`src/rtl/hbm_grp_rd_ctrl_if.sv`:
```
// hbm_grp_rd_ctrl_if: AXI4 read address/data handshake bundle for one HBM port.
interface hbm_grp_rd_ctrl_if #(parameter int ADDR_W = 33);
    logic              ar_valid;
    logic              ar_ready;
    logic [ADDR_W-1:0] ar_addr;
    logic [7:0]        ar_len;
    logic              r_valid;
    logic              r_last;
    logic              r_ready;
    modport master(output ar_valid, ar_addr, ar_len, r_ready, input ar_ready, r_valid, r_last);
    modport slave(input ar_valid, ar_addr, ar_len, r_ready, output ar_ready, r_valid, r_last);
endinterface

```
`src/rtl/hbm_grp_rd_ctrl.sv`:
```
// hbm_grp_rd_ctrl: per-group HBM read-burst controller armed by launch, released by start_load_all.
module hbm_grp_rd_ctrl #(
    parameter int ADDR_W     = 33,
    parameter int BURST_LEN  = 64,
    parameter int BEAT_BYTES = 64,
    parameter int MAX_OUT    = 8,
    parameter int NB_W       = 16
) (
    input  logic                sclk,
    input  logic                rst_n,
    input  logic                launch,
    input  logic [ADDR_W-1:0]   base_addr,
    input  logic [NB_W-1:0]     num_burst,
    output logic                start_load,
    input  logic                start_load_all,
    hbm_grp_rd_ctrl_if.master   axi,
    output logic                busy,
    output logic                done,
    output logic [31:0]         beat_cnt,
    output logic                err
);
    localparam int OW = $clog2(MAX_OUT) + 1;
    localparam int BW = (BURST_LEN > 1) ? $clog2(BURST_LEN) : 1;
    localparam logic [ADDR_W-1:0] STEP = ADDR_W'(BURST_LEN * BEAT_BYTES);

    typedef enum logic [2:0] {IDLE, ARM, WAIT_ALL, RUN, DRAIN, DONE} state_t;
    state_t state, state_nxt;

    logic              launch_d, arm, ar_hs, beat, last_acc;
    logic [ADDR_W-1:0] addr;
    logic [NB_W-1:0]   nb, issued, completed;
    logic [OW-1:0]     outstanding;
    logic [BW-1:0]     idx;

    assign arm          = launch & ~launch_d;
    assign busy         = state != IDLE;
    assign start_load   = state == ARM;
    assign done         = state == DONE;
    assign axi.r_ready  = state == RUN || state == DRAIN;
    assign axi.ar_valid = state == RUN && issued < nb && outstanding < OW'(MAX_OUT);
    assign axi.ar_addr  = addr;
    assign axi.ar_len   = busy ? 8'(BURST_LEN - 1) : 8'd0;
    assign ar_hs        = axi.ar_valid & axi.ar_ready;
    assign beat         = axi.r_valid & axi.r_ready;
    assign last_acc     = beat & axi.r_last;

    always_ff @(posedge sclk) begin
        if (!rst_n) state <= IDLE;
        else        state <= state_nxt;
    end

    // DRAIN looks at the completion count including this cycle's r_last so done follows it by one cycle
    always_comb begin
        state_nxt = state;
        case (state)
            IDLE:     state_nxt = arm ? ARM : IDLE;
            ARM:      state_nxt = WAIT_ALL;
            WAIT_ALL: state_nxt = !start_load_all ? WAIT_ALL : (nb == '0) ? DONE : RUN;
            RUN:      state_nxt = (ar_hs && issued + NB_W'(1) == nb) ? DRAIN : RUN;
            DRAIN:    state_nxt = (completed + NB_W'(last_acc) == nb) ? DONE : DRAIN;
            DONE:     state_nxt = IDLE;
            default:  state_nxt = IDLE;
        endcase
    end

    always_ff @(posedge sclk) begin
        if (!rst_n) begin
            launch_d    <= 1'b0;
            addr        <= '0;
            nb          <= '0;
            issued      <= '0;
            completed   <= '0;
            outstanding <= '0;
            idx         <= '0;
            beat_cnt    <= '0;
            err         <= 1'b0;
        end else begin
            launch_d <= launch;
            if (state == IDLE && arm) begin
                addr        <= {base_addr[ADDR_W-1:12], 12'h000};
                nb          <= num_burst;
                issued      <= '0;
                completed   <= '0;
                outstanding <= '0;
                idx         <= '0;
                beat_cnt    <= '0;
                err         <= 1'b0;
            end else begin
                if (ar_hs) begin
                    addr   <= addr + STEP;
                    issued <= issued + NB_W'(1);
                end
                if (beat) begin
                    beat_cnt <= beat_cnt + 32'd1;
                    idx      <= axi.r_last ? '0 : idx + BW'(1);
                    err      <= err | (axi.r_last != (idx == BW'(BURST_LEN - 1)));
                end
                if (last_acc) completed <= completed + NB_W'(1);
                outstanding <= outstanding + OW'(ar_hs) - OW'(last_acc);
            end
        end
    end
endmodule

```
`src/flat_wrapper.sv`:
```
// flat-port wrapper written by rule: the top's interface ports become plain ports
module hbm_grp_rd_ctrl_flat 
#(
    parameter int ADDR_W     = 33,
    parameter int BURST_LEN  = 64,
    parameter int BEAT_BYTES = 64,
    parameter int MAX_OUT    = 8,
    parameter int NB_W       = 16
)
  (sclk, rst_n, launch, base_addr, num_burst, start_load, start_load_all, busy, done, beat_cnt, err, axi_ar_valid, axi_ar_addr, axi_ar_len, axi_r_ready, axi_ar_ready, axi_r_valid, axi_r_last);
  hbm_grp_rd_ctrl_if #(.ADDR_W(ADDR_W)) axi_i ();
  input  logic sclk;
  input  logic rst_n;
  input  logic launch;
  input  logic [ADDR_W-1:0] base_addr;
  input  logic [NB_W-1:0] num_burst;
  output logic start_load;
  input  logic start_load_all;
  output logic busy;
  output logic done;
  output logic [31:0] beat_cnt;
  output logic err;
  output wire logic [$bits(axi_i.ar_valid)-1:0] axi_ar_valid;
  output wire logic [$bits(axi_i.ar_addr)-1:0] axi_ar_addr;
  output wire logic [$bits(axi_i.ar_len)-1:0] axi_ar_len;
  output wire logic [$bits(axi_i.r_ready)-1:0] axi_r_ready;
  input wire logic [$bits(axi_i.ar_ready)-1:0] axi_ar_ready;
  input wire logic [$bits(axi_i.r_valid)-1:0] axi_r_valid;
  input wire logic [$bits(axi_i.r_last)-1:0] axi_r_last;
  assign axi_ar_valid = axi_i.ar_valid;
  assign axi_ar_addr = axi_i.ar_addr;
  assign axi_ar_len = axi_i.ar_len;
  assign axi_r_ready = axi_i.r_ready;
  assign axi_i.ar_ready = axi_ar_ready;
  assign axi_i.r_valid = axi_r_valid;
  assign axi_i.r_last = axi_r_last;
  hbm_grp_rd_ctrl #(.ADDR_W(ADDR_W), .BURST_LEN(BURST_LEN), .BEAT_BYTES(BEAT_BYTES), .MAX_OUT(MAX_OUT), .NB_W(NB_W)) u_core (.sclk(sclk), .rst_n(rst_n), .launch(launch), .base_addr(base_addr), .num_burst(num_burst), .start_load(start_load), .start_load_all(start_load_all), .axi(axi_i), .busy(busy), .done(done), .beat_cnt(beat_cnt), .err(err));
endmodule
```
`config.mk`:
```
export PLATFORM = sky130hd
export DESIGN_NAME = hbm_grp_rd_ctrl_flat
export DESIGN_NICKNAME = d
export VERILOG_FILES = /design/src/rtl/hbm_grp_rd_ctrl_if.sv /design/src/rtl/hbm_grp_rd_ctrl.sv /design/src/flat_wrapper.sv
export SDC_FILE = /design/constraint.sdc
export NUM_CORES = 1
export LEC_CHECK = 0
export BUFFER_PORTS_ARGS = -buffer_cell sky130_fd_sc_hd__buf_4
export CORE_ASPECT_RATIO = 2
export CORE_MARGIN = 1
export CORE_UTILIZATION = 30
export DETAILED_ROUTE_END_ITERATION = 8
export PLACE_DENSITY_LB_ADDON = 0.1
export SLEW_MARGIN = 5
export SYNTH_ARGS = -nofsm -noshare
export SYNTH_HDL_FRONTEND = slang
export SYNTH_SLANG_ARGS = --single-unit
export TNS_END_PERCENT = 1
```
`constraint.sdc`:
```
create_clock -name sclk -period 3.7 [get_ports sclk]
set_input_delay 0.185 -clock sclk [delete_from_list [all_inputs] [get_ports sclk]]
set_output_delay 0.185 -clock sclk [all_outputs]
set_load 0.02 [all_outputs]
```
Word level (Yosys, flattened, before mapping)
Cells that the tools add are included.

$add $sub $neg: 8. Magnitude comparators: 2. Equal/unequal tests: 9. Multiplexer cells: 10. Bitwise gates (word level): 7. Reductions and logical operators: 10.

Operators by type and width (count): 2-to-1 mux 33 bit (2); adder 33 x 13 -> 33 bit, second input constant (1); adder 16 x 1 -> 16 bit, second input constant (2); adder 32 x 1 -> 32 bit, second input constant (1); equality test 16 bit (2); adder 16 x 1 -> 16 bit (1); logical NOT 16 bit (1); less-than comparator 16 bit (1); one-hot mux 3 bit (5 select lines) (1); 2-to-1 mux 6 bit (2); 2-to-1 mux 3 bit (3); adder 6 x 1 -> 6 bit, second input constant (1); equality test 3 x 2 -> 1 bit, second input constant (2); equality test 3 bit, second input constant (2); equality test 6 bit, second input constant (1); adder 4 x 1 -> 4 bit (1); AND 1 bit (4); logical AND 1 bit (4); less-than comparator 4 bit, second input constant (1); subtractor 4 x 1 -> 4 bit (1); equality test 3 x 1 -> 1 bit, second input constant (1); logical NOT 3 bit (1); nonzero test 3 bit (1); 2-to-1 mux 1 bit (2); other kinds (6) (7).

Bits in registers: 128. Output and inout bits: 79. Word-level logic and storage cells: 57.

Logic depth before layout (Yosys ltp)
Gate-level depths: netlist of run 1.

Depth after elaboration: 8. Gate-level depth with buffers: 16.

Least setup slack after synthesis of run 1
Ideal clock, no wire load.

Kind: register to register. Start point: reg u_core.nb[14]. End point: reg u_core.outstanding[2]. Arrival: 3.065 ns. Path slack: 0.518 ns. Stages on the path, launching flop included: 17. Buffers on the path: 2. Path through: dfxtp_1 -> clkbuf_1 -> inv_1 -> ha_1 -> and4_1 -> nand2_1 -> a2111oi_0 -> nor3_2 -> inv_1 -> buf_2 -> ha_1 -> inv_1 -> ha_1 -> inv_1 -> fa_1 -> xor2_1 -> nor2_1.

Cells in the longest elaborated chain, start to end: 6.

Ends and longest elaborated chain: start, declared (line hbm_grp_rd_ctrl.sv:31) `logic [NB_W-1:0] nb, issued, completed;`; start signal, assigned (line hbm_grp_rd_ctrl.sv:81) `nb <= num_burst;`; less-than comparator 16 bit (line hbm_grp_rd_ctrl.sv:40) `assign axi.ar_valid = state == RUN && issued < nb && outstanding < OW'(MAX_OUT);`; logical AND 1 bit (2 in series) (line hbm_grp_rd_ctrl.sv:40); AND 1 bit (line hbm_grp_rd_ctrl.sv:43) `assign ar_hs = axi.ar_valid & axi.ar_ready;`; adder 4 x 1 -> 4 bit (line hbm_grp_rd_ctrl.sv:99) `outstanding <= outstanding + OW'(ar_hs) - OW'(last_acc);`; subtractor 4 x 1 -> 4 bit (line hbm_grp_rd_ctrl.sv:99); end signal, assigned (line hbm_grp_rd_ctrl.sv:99); end, declared (line hbm_grp_rd_ctrl.sv:32) `logic [OW-1:0] outstanding;`.

Every way passes these cells. A chain may end at the register's enable or synchronous reset.

Worst setup path after layout of run 1
Start point: reg u_core.nb[13]. End point: reg u_core.outstanding[3].

The elaborated chain is that of the path after synthesis.

==> summary.txt, run 1 <==
Worst setup path
  – R2r endpoint: u_core.outstanding[3]
  – CP top delay family: compound AO/OA/AOI/OAI gates
  – Worst path cell trace: inv_1, ha_1, and4_1, nand2_1, a2111oi_0, buf_4, nor3_4, inv_1, ha_1, inv_1, ha_1, a21o_1, a21oi_1, xnor2_1, nor2_1
  – CP required: ~4000 ps
  – CP Max Fanout: 5
  – Reg2Reg Setup Slack: about 200 ps
  – Crit-path max cell delay: slightly below 600 ps
  – Beginning of the critical path: u_core.nb[13]
  – Crit Path Class: flop to flop
  – R2R depth: 15
  – Crit. End Element: flop
  – Crit path buf inv count: 4
  – Arrival time at the worst endpoint: about 3800 ps
  – Element type at the critical path start: flop
  – Worst reg2reg startpoint: u_core.nb[13]
  – Slowest CP cell: a2111oi_0

Floorplanning
  – Chip height: 215 um
  – Row count: just under 80
  – Full die area: 23400 um2
  – Core ar.: 22300 um2
  – Ports: roughly 140
  – Initial core utilization: a little under a third
  – Die width: around 110 um

Hold path
  – WHS Endpoint: u_core.nb[9]
  – Worst Hold Depth: 3
  – Hold crit path type: input port to flop
  – Hold path startpoint: num_burst[9]

Clock tree
  – CTS resizes: 0
  – CTS Hold Buffers Added: 6
  – Clk root buf: clkbuf_16
  – Num CTS Buffers: 17
  – Clock slew at reported path FFs: roughly 60 ps
  – Clock Path Buffers: 2
  – Buffer count from post-CTS setup fixing: 0
  – Htree depth: 4
  – Worst-Skew Late Latency: 430 ps
  – CTS tree: built
  – # clock sinks: 116

Run status
  – Status: finished clean

Detailed routing
  – Final ANT Viol Nets: 0
  – DR vias/cell: 5.01
  – Vias: between 6000 and 7000
  – DRC: 0
  – Initial drt markers: 249
  – DRT Pass-1 Iters: 5
  – Wire per inst: between 15 and 20 um
  – Post-Route WL: 20.4 mm

Synth
  – Seq cells post-synth: around 120
  – Async SR Flop Fraction: 0%
  – Yosys Warn Count: 0
  – Ys flop type: dfxtp_1
  – Share of the yosys chip area belonging to registers: between 30 and 40%
  – EDFF count, synth: 0
  – Synth area leader: dfxtp_1
  – Cell variety after synth: slightly below 70
  – Avg Cell Area, Syn: approximately 8 um2
  – Synth top area cells: dfxtp_1 (34%), xor2_1 (8.1%), xnor2_1 (7.0%), ha_1 (5.1%), nand2_1 (4.9%)
  – Mapped Area: approximately 7000 um2
  – Cells after Synth: 833
  – Top-area cell type share of the netlist area: 34.0%

GRT
  – Initial antenna violation count: 0
  – Global-route wire length before repair: 32.2 mm
  – Total grt overflow: 0
  – Largest net degree at the start of global routing: between 60 and 70
  – Vias in the first global route: 6164
  – All-Layer GR Usage: between 10% and 20%

STA
  – Setup TNS: 0 ps
  – Final period util: 94.7%
  – RSZ-0062 raised after global routing: false
  – Worst slew margin: approximately half
  – Pins Over Slew Limit: 0
  – F_max: 285 MHz
  – Measured slew at the worst slew-check pin: about 760 ps
  – Final min period: roughly 3500 ps
  – Hold Violations, Final: 0
  – Clock skew: 6.73 ps
  – Setup-failing EPs final: 0

Power and ir drop
  – Worst-case vdd ir drop: between 200 and 300 uV
  – Pwr dens: 431 nW/um2
  – Leakage: ~3.4 nW

Job
  – Max-Cap Viols: 0

Cells and area
  – Final std cells w/o fill: roughly 1200
  – Nets: ~1000
  – Layout overhead on the synthesized area: 25.7%
  – Commonest non-fill, non-tap cell in the layout: buf_4
  – Total of fill cells in the finished design: around 2400
  – Layout cell share with drive strength beyond 1: between 10% and 20%
  – Highest-count cells in the layout ignoring fill and taps: buf_4 (127), dfxtp_1 (116), nand2_1 (89), nor2_1 (88), xor2_1 (63)
  – ANT cells: 0

Placement
  – Routability cong.: 0.828
  – HPWL after DPL: approximately 15 mm
  – Placed cell count: 1192
  – PortBufs: roughly 110
-- worst reg2reg max path: stages (launching register included) --
cell,delay (ps)
dfxtp_1,480
inv_1,80
ha_1,290
and4_1,310
nand2_1,140
a2111oi_0,590
buf_4,250
nor3_4,40
inv_1,120
ha_1,210
inv_1,60
ha_1,270
a21o_1,170
a21oi_1,190
xnor2_1,140
nor2_1,50
-- report_power, final --
part | leakage, nW | internal (mW) | switching, mW | total [mW]
combinational | 2.09 | 0.211 | 0.296 | 0.508
sequential | 0.941 | 1.30 | 0.0554 | 1.35
clock | 0.322 | 1.23 | 0.614 | 1.85
total | 3.35 | 2.74 | 0.966 | 3.71
-- logic make-up after synthesis --
| group | count (synthesis) | share of synthesized area, % |
|---|---|---|
| flip-flops | 116 | 34.0 |
| buffers and inverters | 86 | 6.63 |
| XOR/XNOR | 118 | 15.1 |
| other | 1 | 0.0549 |
| multiplexers | 3 | 0.439 |
| AO/OA/AOI/OAI | 142 | 13.4 |
| AND/OR/NAND/NOR | 338 | 25.0 |
| adder cells (fa/ha/maj) | 29 | 5.42 |
-- how the worst max path moves through the flow --
stage / end / slack (ps) / cells after the start
2_1_floorplan: u_core.outstanding[2] / 520 / 16
3_3_place_gp: u_core.outstanding[2] / 230 / 15
3_5_place_dp: u_core.outstanding[3] / 200 / 15
4_1_cts: u_core.outstanding[3] / 190 / 15
5_1_grt: u_core.outstanding[2] / 40 / 15
6_report: u_core.outstanding[3] / 190 / 15
-- cell type report --
| type | count | area (um2) | share of cell area [%] |
|---|---|---|---|
| Clock inverter | 7 | 143 | 1.66 |
| Tap cell | 276 | 345 | 4.02 |
| Clock buffer | 24 | 512 | 5.96 |
| Timing Repair Buffer | 135 | 1050 | 12.3 |
| Multi-Input combinational cell | 644 | 4120 | 47.9 |
| Sequential cell | 116 | 2320 | 27.0 |
| Inverter | 27 | 101 | 1.18 |
-- flip-flops by register name, summed over array words and instances (netlist names) --
name and flops:
u_core.beat_cnt 32, u_core.axi.ar_addr 21, u_core.completed 16, u_core.issued 16, u_core.nb 16, u_core.idx 6
u_core.outstanding 4, u_core.state 3, u_core.err 1, u_core.launch_d 1
-- per-layer routing --
metal / routed length [um] / part of all wire [%] / GRT usage [%] / vias to the layer above
met2: 11500 / 56 / 35.3 / 141
met5: 0 / 0 / 0 / -
li1: - / - / - / 3082
met3: 657 / 3.2 / 3.62 / 46
met4: 856 / 4.2 / 10.2 / 0
met1: 7470 / 37 / 17.1 / 2893
-- synth_stat cells (14+ instances only) --
cell	instances
a21boi_0	18
a21oi_1	37
and3_1	21
buf_4	20
clkbuf_1	22
dfxtp_1	116
ha_1	28
inv_1	25
nand2_1	90
nand3_1	31
nand4_1	22
nor2_1	88
nor3_1	21
o21ai_0	38
or3_1	14
xnor2_1	55
xor2_1	63
-- metrics by stage --
step / util (%) / cell area [um2] / setup WS (ps) / total power [mW] / hold slack [ps]
2_1_floorplan: - / 6880 / 518 / 1.69 / 307
3_3_place_gp: 35.4 / 7880 / 230 / 1.89 / 404
3_5_place_dp: 35.4 / 7880 / 197 / 1.89 / 406
4_1_cts: 38.6 / 8590 / 188 / 3.77 / 0.157
5_1_grt: 38.6 / 8590 / 38.4 / 3.85 / 9.46
6_report: 38.6 / 8590 / 195 / 3.71 / 15.1
(Power assumes the default switching activity.)
==> inputs of run 2 (changes only) <==
--- a/config.mk
+++ b/config.mk
@@ -11,6 +11,7 @@
 export CORE_UTILIZATION = 30
 export DETAILED_ROUTE_END_ITERATION = 8
 export PLACE_DENSITY_LB_ADDON = 0.1
+export REMOVE_ABC_BUFFERS = 1
 export SLEW_MARGIN = 5
 export SYNTH_ARGS = -nofsm -noshare
 export SYNTH_HDL_FRONTEND = slang
==> summary.txt, run 2 (synthesis results as in run 1) <==
Cells and area
  – Nets: 1038 (+1.2%)
  – Final Cell Area: 8560 um2 (-0.36%)
  – Post-layout util: 38.5% (-0.14 points)
  – Biggest register: u_core.beat_cnt
  – Total of fill cells in the finished design: 2364 (-0.55%)
  – Max reg flops: 32 (unchanged)
  – Layout cell share with drive strength beyond 1: 18.5% (+0.10 points)
  – Layout overhead on the synthesized area: 25.3%
  – Commonest non-fill, non-tap cell in the layout: buf_4
  – ANT cells: 0 (unchanged)
  – Highest-count cells in the layout ignoring fill and taps: buf_4 (134), dfxtp_1 (116), nand2_1 (89), nor2_1 (88), xor2_1 (63)
  – Final std cells w/o fill: 1240 (+0.90%)

Placement
  – PortBufs: 108 (unchanged)
  – Placed cell area: 7910 um2 (+0.41%)
  – Routability cong.: 0.824 (-0.42%)
  – Place WS: 596 ps (+398 ps)
  – Placed cell count: 1198 (+0.50%)
  – HPWL after DPL: 15.6 mm (+2.1%)

STA
  – F_max: 320 MHz (+12%)
  – Clock skew: 6.31 ps (-0.416 ps)
  – Final worst slack: 574 ps (+379 ps)
  – Fin Hold WS: 23.0 ps (+7.86 ps)
  – Hold Violations, Final: 0 (unchanged)
  – Measured slew at the worst slew-check pin: 630 ps (-131 ps)
  – Setup-failing EPs final: 0 (unchanged)
  – Final period util: 84.5% (-10 points)
  – Pins Over Slew Limit: 0 (unchanged)
  – Worst slew margin: 57.6% (+8.8 points)
  – RSZ-0062 raised after global routing: false
  – Final min period: 3130 ps (-379 ps)
  – Setup TNS: 0 ps (unchanged)

Detailed routing
  – Vias: 6188 (+0.42%)
  – DRC: 0 (unchanged)
  – Final ANT Viol Nets: 0 (unchanged)
  – Initial drt markers: 280 (+12%)
  – DR vias/cell: 4.99 (-0.47%)
  – DRT Pass-1 Iters: 4 (-1)
  – Wire per inst: 16.6 um (-0.14%)
  – Post-Route WL: 20.6 mm (+0.75%)

Power and ir drop
  – Psw: 0.934 mW (-3.3%)
  – Power Internal: 2.44 mW (-11%)
  – Worst-case vdd ir drop: 236 uV (-7.5%)
  – Clock power share: 44.8% (-5.0 points)
  – Leakage: 3.35 nW (about the same)
  – Combinational share of power: 15.2% (+1.5 points)
  – Sw Share: 27.7% (+1.6 points)
  – Pwr dens: 394 nW/um2 (-8.6%)
  – Total design power: 3.38 mW (-8.9%)
  – Sequential power share: 40.0% (+3.5 points)

GRT
  – Initial antenna violation count: 0 (unchanged)
  – Largest net degree at the start of global routing: 58 (-12%)
  – Total grt overflow: 0 (unchanged)
  – Met3 Use GR: 4.62% (+1.0 points)
  – All-Layer GR Usage: 18.6% (+0.28 points)
  – Met2 Usage GRT: 35.4% (+0.042 points)
  – GRT Max-Usage Layer: met2
  – Vias in the first global route: 6153 (-0.18%)
  – Global-route wire length before repair: 32.5 mm (+1.2%)
  – Grt met1 use: 17.6% (+0.51 points)

Worst setup path
  – Arrival time at the worst endpoint: 3490 ps (-320 ps)
  – Reg2Reg Setup Slack: 570 ps (+380 ps)
  – Element type at the critical path start: flop
  – Worst reg2reg startpoint: u_core.state[2]
  – Crit. End Element: flop
  – CP required: 4060 ps (+60 ps)
  – Crit Path Class: flop to flop
  – R2r endpoint: u_core.state[0]
  – CP Max Fanout: 8 (+3)
  – R2R depth: 12 (-3)

Hold path
  – WHS Endpoint: u_core.nb[9]
  – Worst Hold Depth: 3 (unchanged)
  – Hold crit path type: input port to flop
  – Hold path startpoint: num_burst[9]

Clock tree
  – Clock Path Buffers: 2 (unchanged)
  – # clock sinks: 116 (unchanged)
  – Buffer count from post-CTS setup fixing: 0 (unchanged)
  – CTS tree: built
  – Htree depth: 4 (unchanged)
  – Clk root buf: clkbuf_16
  – Num CTS Buffers: 17 (unchanged)
  – Worst-Skew Late Latency: 430 ps (about the same)
  – Clock slew at reported path FFs: 60 ps (about the same)

Floorplanning
  – Row count: 77 (unchanged)
  – Full die area: 23400 um2 (unchanged)
  – Core ar.: 22300 um2 (unchanged)
  – Chip height: 215 um (unchanged)
  – Initial core utilization: 30.7% (unchanged)
  – Ports: 135 (unchanged)
  – Die width: 109 um (unchanged)

Job
  – Max-Cap Viols: 0 (unchanged)

Run status
  – Status: finished clean
[run 2: worst max-delay path, cell delays in order (launching register included)]
cell and delay (ps):
dfxtp_1 440, nor3b_2 240, o21a_1 150, nand2_1 100, inv_2 140, ha_1 270, ha_1 330, nand3_4 110
or3_1 380, a2111oi_2 410, o2111ai_1 160, o31a_1 260, o21ai_0 60
[run 2: layout make-up]
| cell class | instances | area [um2] | share of cell area [%] |
|---|---|---|---|
| Multi-Input combinational cell | 644 | 4120 | 48.1 |
| Sequential cell | 116 | 2320 | 27.1 |
| Timing Repair Buffer | 147 | 1150 | 13.4 |
| Clock buffer | 25 | 505 | 5.90 |
| Tap cell | 276 | 345 | 4.03 |
| Inverter | 27 | 101 | 1.18 |
| Clock inverter | 5 | 25.0 | 0.292 |
[run 2: timing repair]
item | 4_1_cts | 5_1_grt
hold buffers | 12 | 0
endpoints found under the hold margin | 12 | 0
resized for setup | 0 | 0
[run 2: how the worst max path moves through the flow]
stage	to	slack, ps	from	cells after the start
final	u_core.state[0]	570	u_core.state[2]	12
after floorplan	u_core.outstanding[2]	-240	u_core.nb[10]	14
after detailed placement	u_core.state[0]	600	u_core.state[2]	12
after CTS	u_core.state[0]	560	u_core.state[2]	12
after global routing	u_core.state[0]	300	u_core.state[2]	12
after global placement	u_core.state[0]	640	u_core.state[2]	12
[run 2: power groups by stage]
stage,registers [mW],clock network [mW],logic (mW)
final,1.35,1.51,0.513
after global placement,1.38,0,0.510
after detailed placement,1.38,0,0.512
after global routing,1.36,1.62,0.565
after CTS,1.35,1.56,0.525
after floorplan,1.40,0,0.243
[run 2: routing by layer]
layer,vias up,part of all wire (%),wire length [um]
met1,2868,36,7470
met3,39,4.8,999
li1,3109,-,-
met2,172,55,11400
met5,-,0,0
met4,0,3.6,749
